## src/rtl/uart_tx_pkg.sv

```systemverilog
// Shared definitions for the UART transmit path: state encoding, line levels
// and a helper that gives the frame length in clk cycles.
package uart_tx_pkg;

  typedef logic [2:0] state_t;

  localparam state_t ST_IDLE   = 3'd0;
  localparam state_t ST_START  = 3'd1;
  localparam state_t ST_DATA   = 3'd2;
  localparam state_t ST_PARITY = 3'd3;
  localparam state_t ST_STOP   = 3'd4;

  localparam logic START_BIT  = 1'b0;
  localparam logic STOP_BIT   = 1'b1;
  localparam logic IDLE_LEVEL = 1'b1;

  // Cycles from start bit to stop bit inclusive.
  function automatic int unsigned frame_len(input int unsigned data_width,
                                            input logic par_en);
    return 32'd2 + data_width + {31'd0, par_en};
  endfunction

endpackage

```

## src/rtl/uart_tx_serializer.sv

```systemverilog
// Payload shifter for the UART transmitter: holds the latched word, presents
// the current LSB and counts payload bits so the FSM knows when to leave DATA.
module uart_tx_serializer #(
  parameter int data_width = 8
) (
  input  logic                  clk,
  input  logic                  reset,
  input  logic                  load,
  input  logic [data_width-1:0] data,
  input  logic                  shift_en,
  input  logic                  cnt_clr,
  input  logic                  cnt_inc,
  output logic                  data_bit,
  output logic                  ser_done
);

  localparam int CW = $clog2(data_width);
  localparam logic [CW-1:0] LAST = CW'(data_width - 1);

  logic [data_width-1:0] shift;
  logic [CW-1:0]         cnt;

  // Shift register: load on acceptance, move right as each bit is emitted.
  // NOTE: state is updated with non-blocking assignments so every register
  // samples pre-edge values, independent of statement order.
  always_ff @(posedge clk or posedge reset) begin
    if (reset) begin
      shift <= '0;
    end else if (load) begin
      shift <= data;
    end else if (shift_en) begin
      shift <= shift >> 1;
    end
  end

  // Bit counter: cleared on entry to DATA, holds at the last index.
  always_ff @(posedge clk or posedge reset) begin
    if (reset) begin
      cnt <= '0;
    end else if (cnt_clr) begin
      cnt <= '0;
    end else if (cnt_inc && !ser_done) begin
      cnt <= cnt + 1'b1;
    end
  end

  assign data_bit = shift[0];
  assign ser_done = (cnt == LAST);

endmodule

```

## src/rtl/uart_tx_frame_ctrl.sv

```systemverilog
// UART transmit framing controller: accepts a word, exports it to the parity
// calculator, and emits start/data/parity/stop bits one per baud clock.
// tx_out and busy are registered from the next state, so the line changes on
// the same edge that the FSM changes state.
module uart_tx_frame_ctrl
  import uart_tx_pkg::*;
#(
  parameter int data_width = 8
) (
  input  logic                  clk,
  input  logic                  reset,
  input  logic                  data_valid,
  input  logic [data_width-1:0] p_data,
  input  logic                  par_en,
  input  logic                  par_bit,
  output logic [data_width-1:0] frame_data,
  output logic                  tx_out,
  output logic                  busy
);

  state_t state;
  state_t state_nxt;
  logic   accept;
  logic   par_en_q;
  logic   tx_nxt;
  logic   data_bit;
  logic   ser_done;

  uart_tx_serializer #(
    .data_width(data_width)
  ) u_ser (
    .clk      (clk),
    .reset    (reset),
    .load     (accept),
    .data     (p_data),
    .shift_en (state_nxt == ST_DATA),
    .cnt_clr  (state == ST_START),
    .cnt_inc  (state == ST_DATA),
    .data_bit (data_bit),
    .ser_done (ser_done)
  );

  // Next-state logic; new words are taken only in IDLE or STOP.
  // NOTE: every signal gets a default before the case so no latch is inferred.
  always_comb begin
    state_nxt = state;
    accept    = 1'b0;
    case (state)
      ST_IDLE: begin
        if (data_valid) begin
          accept    = 1'b1;
          state_nxt = ST_START;
        end
      end
      ST_START:  state_nxt = ST_DATA;
      ST_DATA: begin
        if (ser_done) state_nxt = par_en_q ? ST_PARITY : ST_STOP;
      end
      ST_PARITY: state_nxt = ST_STOP;
      ST_STOP: begin
        if (data_valid) begin
          accept    = 1'b1;
          state_nxt = ST_START;
        end else begin
          state_nxt = ST_IDLE;
        end
      end
      default:   state_nxt = ST_IDLE;
    endcase
  end

  // Line level for the state being entered.
  always_comb begin
    tx_nxt = IDLE_LEVEL;
    case (state_nxt)
      ST_START:  tx_nxt = START_BIT;
      ST_DATA:   tx_nxt = data_bit;
      ST_PARITY: tx_nxt = par_bit;
      ST_STOP:   tx_nxt = STOP_BIT;
      default:   tx_nxt = IDLE_LEVEL;
    endcase
  end

  // FSM state and registered outputs.
  always_ff @(posedge clk or posedge reset) begin
    if (reset) begin
      state  <= ST_IDLE;
      tx_out <= IDLE_LEVEL;
      busy   <= 1'b0;
    end else begin
      state  <= state_nxt;
      tx_out <= tx_nxt;
      busy   <= (state_nxt != ST_IDLE);
    end
  end

  // Frame word and parity enable are captured only on acceptance.
  always_ff @(posedge clk or posedge reset) begin
    if (reset) begin
      frame_data <= '0;
      par_en_q   <= 1'b0;
    end else if (accept) begin
      frame_data <= p_data;
      par_en_q   <= par_en;
    end
  end

endmodule

```

## config.mk

```make
export PLATFORM = sky130hd
export DESIGN_NAME = uart_tx_frame_ctrl
export DESIGN_NICKNAME = d
export VERILOG_FILES = /design/src/rtl/uart_tx_pkg.sv /design/src/rtl/uart_tx_serializer.sv /design/src/rtl/uart_tx_frame_ctrl.sv
export SDC_FILE = /design/constraint.sdc
export NUM_CORES = 1
export LEC_CHECK = 0
export BUFFER_PORTS_ARGS = -buffer_cell sky130_fd_sc_hd__buf_2
export CORE_MARGIN = 2
export CORE_UTILIZATION = 53
export CTS_CLUSTER_DIAMETER = 30
export CTS_CLUSTER_SIZE = 10
export DETAILED_ROUTE_END_ITERATION = 7
export HOLD_SLACK_MARGIN = 0.12
export PLACE_DENSITY = 0.77
export SLEW_MARGIN = 40
export SYNTH_ARGS = -nofsm -noshare
export SYNTH_HDL_FRONTEND = slang
export SYNTH_SLANG_ARGS = --single-unit
```

## constraint.sdc

```tcl
create_clock -name clk -period 2.37 [get_ports clk]
set_input_delay 0.3555 -clock clk [delete_from_list [all_inputs] [get_ports clk]]
set_output_delay 0.3555 -clock clk [all_outputs]
set_load 0.03 [all_outputs]
```

==> flow_metrics.py <==
metrics = {
    "layout": {
        "area_growth_pct": 13.11,
        "regArea_um2": 626.9,
        "diodes": 0,
        "fin_util_pct": 62.59,
        "num-fill-cells": 173,
        "fin_area_um2": 1371,
        "final_cell_mix": "24 x dfrtp_1, 22 x buf_2, 11 x mux2_2",
        "multiInputGateArea_um2": 525.5,
        "drive_gt1_share_pct": 41.32,
        "nets": 137,
        "mostFrequentLayoutCell": "dfrtp_1",
    },
    "clocking": {
        "cts_buffers": 3,
        "root_buffer": "clkbuf_4",
        "cts_buffer_depth": 2,
        "clock_latency_ns": 0.32,
        "cts_sinks": 25,
        "htreeDepth": 1,
        "tritoncts": "built",
        "path_clk_slew_ns": 0.13,
    },
    "logic_synthesis": {
        "ys_seq_elements": 25,
        "synth_compound_area_share_pct": 7.740,
        "synth-edff-count": 0,
        "yosysTopAreaCellShare_pct": 49.54,
        "synth_top_cell_by_area": "dfrtp_1",
        "syn_nets": 110,
        "synth_cell_types": 25,
        "synth_area_leaders": "dfrtp_1 50%, mux2_2 10%, mux2_4 8.7%",
        "syn-cell-area_um2": 1212,
        "synthMuxAreaShare_pct": 22.50,
        "yosys.area_share.simple_pct": 11.04,
        "synthCells": 95,
        "synth_xor_area_share_pct": 0,
        "synth_top_family_by_area": "multiplexers",
        "synthArstFlopShare_pct": 100.0,
        "ys_warn_count": 0,
        "synthAdderAreaFrac_pct": 2.064,
        "dominantRegCellSynth": "dfrtp_1",
        "seq_area_frac_synth_pct": 51.70,
        "avgSynthCellArea_um2": 12.76,
    },
    "critical_path": {
        "cpMostUsedCell": "ha_1",
        "r2r-start": "u_ser.cnt[0]$_DFFE_PP0P_",
        "critical_path_buf_inv_count": 0,
        "path_class": "flip-flop to flip-flop",
        "cpMaxStageDelayCell": "o32a_1",
        "crit_start": "u_ser.cnt[0]$_DFFE_PP0P_",
        "path_depth": 4,
        "worstRegToRegCells": 4,
        "required_ns": 2.59,
        "cp-endpoint": "u_ser.shift[3]$_DFFE_PP0P_",
        "end_kind": "flip-flop",
        "rrSetupSlack_ns": 0.46,
        "cp_top_family": "compound AO/OA/AOI/OAI gates",
        "startpoint_type": "flip-flop",
        "crit_arrival_ns": 2.13,
        "crit_chain": "ha_1 > ha_1 > o32a_1 > mux2_4",
        "cpPeakStageDelay_ns": 0.54,
        "crit_fanout": 7,
        "rr_endpoint": "u_ser.shift[3]$_DFFE_PP0P_",
    },
    "routing": {
        "first_pass_iters": 4,
        "routed_wl_um": 2212,
        "wl_per_cell_um": 14.85,
        "via_count": 793,
        "drt_iter0_drc": 12,
        "via_per_inst": 5.322,
        "drc_errors": 0,
        "ant_nets": 0,
    },
    "sta": {
        "post-route-period-util_pct": 80.47,
        "final-max-slew-violation-count": 0,
        "hold_slack_ns": 0.2510,
        "relSlewSlack_pct": 62.01,
        "fin_crit_ns": 1.907,
        "rsz0062_at_grt": "no",
        "fin_tns_setup_ns": 0,
        "worst_pin_slew_ns": 0.5693,
        "finClkSkew_ns": 0.005910,
        "timing.fmax_mhz": 524.3,
        "hold_violations": 0,
        "setup_viol": 0,
    },
    "place": {
        "port_buffers": 22,
        "place_area_um2": 1335,
        "hpwlAfterDp_um": 1664,
        "gp_congestion": 0.9055,
    },
    "power": {
        "power_leakage_uw": 0.0006554,
        "switching_share_pct": 39.71,
        "seq_power_share_pct": 40.8,
        "p_int_uw": 1151,
        "p_sw_uw": 758.0,
        "p_per_area_nw_per_um2": 1392,
        "power_frac_comb_pct": 49.1,
        "max-vdd-ir-drop_mv": 0.8684,
        "power_uw": 1909,
        "pwr-share-clk_pct": 10.0,
    },
    "global_route": {
        "antenna_found_initial": 0,
        "grt_first_pass_wirelength_um": 3615,
        "grt_pass1_vias": 789,
        "gr-total-overflow": 0,
        "grt_max_degree": 26,
        "track_usage_pct": 18.89,
    },
    "min_path": {
        "hold_path.class": "input pin to flip-flop",
        "holdCritStartpoint": "par_en",
    },
    "floorplanning": {
        "fp.dieW_um": 51.83,
        "rows": 17,
        "ios": 23,
        "coreArea_um2": 2191,
        "dieHeight_um": 51.83,
        "die_area_um2": 2686,
        "initial_utilization_pct": 55.34,
    },
    "run_status": {
        "status": "completed",
    },
    "run": {
        "drv_cap": 0,
    },
}
## registers in the layout (all words and copies together) (netlist names)
signal / cells
busy: 1
u_ser.shift: 8
u_ser.cnt: 3
par_en_q: 1
state: 3
tx_out: 1
frame_data: 8
## repair_timing
| item | in CTS | in global routing |
|---|---|---|
| endpoints found under the hold margin | 24 | 0 |
| hold buffers | 1 | 0 |
| resized for setup | 0 | 0 |
| setup buffers | 0 | 0 |
## per-stage QoR
step	cells	worst slack [ns]
3_3_place_gp	144	0.5317
5_1_grt	149	0.4047
4_1_cts	149	0.4583
6_report	149	0.4628
3_5_place_dp	144	0.4836
2_1_floorplan	95	0.6736
## layer usage
metal	vias to the layer above	GRT usage (%)	part of all wire, %
li1	384	-	-
met1	385	23.48	44
met2	18	30.80	50
met3	6	3.736	3.7
met4	0	10.09	2.0
met5	-	0	0
## final cells by class
| type | count | area share, % |
|---|---|---|
| Clock buffer | 4 | 1.916 |
| Multi-Input combinational cell | 62 | 38.32 |
| Sequential cell | 25 | 45.71 |
| Timing Repair Buffer | 26 | 10.40 |
| Inverter | 4 | 1.095 |
| Tap cell | 28 | 2.555 |
## worst min-delay path by stage
stage                     cells past startpoint  slack (ns)                   endpoint
final                                         2        0.25       par_en_q$_DFFE_PP0P_
after global routing                          2        0.25       par_en_q$_DFFE_PP0P_
after CTS                                     2        0.24       par_en_q$_DFFE_PP0P_
after detailed placement                      3        0.42  frame_data[2]$_DFFE_PP0P_
after floorplan                               1        0.38             busy$_DFF_PP0_
after global placement                        3        0.41  frame_data[2]$_DFFE_PP0P_
## kinds of logic (layout without fill, tap and decap cells)
| family | count (synthesis) | in the layout |
|---|---|---|
| DFF | 25 | 25 |
| adders and majority gates | 2 | 2 |
| and+or+nand+nor | 23 | 23 |
| muxes | 22 | 22 |
| AOI/OAI and AO/OA | 15 | 15 |
| buffers and inverters | 8 | 34 |
## worst reg2reg max path: stages (launching register included)
cell     delay [ns]
dfrtp_1        0.44
ha_1           0.21
ha_1           0.25
o32a_1         0.54
mux2_4         0.37
## power by group through the flow
stage	registers, µW	logic (µW)	clock network [µW]
3_5_place_dp	786	942	0
6_report	779	938	192
2_1_floorplan	901	636	0
5_1_grt	807	1010	208
3_3_place_gp	772	900	0
4_1_cts	780	948	195
## synth_stat cells, types with 2 or more instances
master / instances
dfrtp_1: 24
mux2_4: 7
nand2_1: 7
a22oi_1: 2
ha_1: 2
nor2_1: 6
mux2_1: 3
nor2b_1: 2
mux2_2: 11
a21oi_1: 3
nand2b_1: 2
inv_1: 4
buf_6: 4
o21ai_0: 7
No activity file was read; power rests on OpenSTA's default activity.
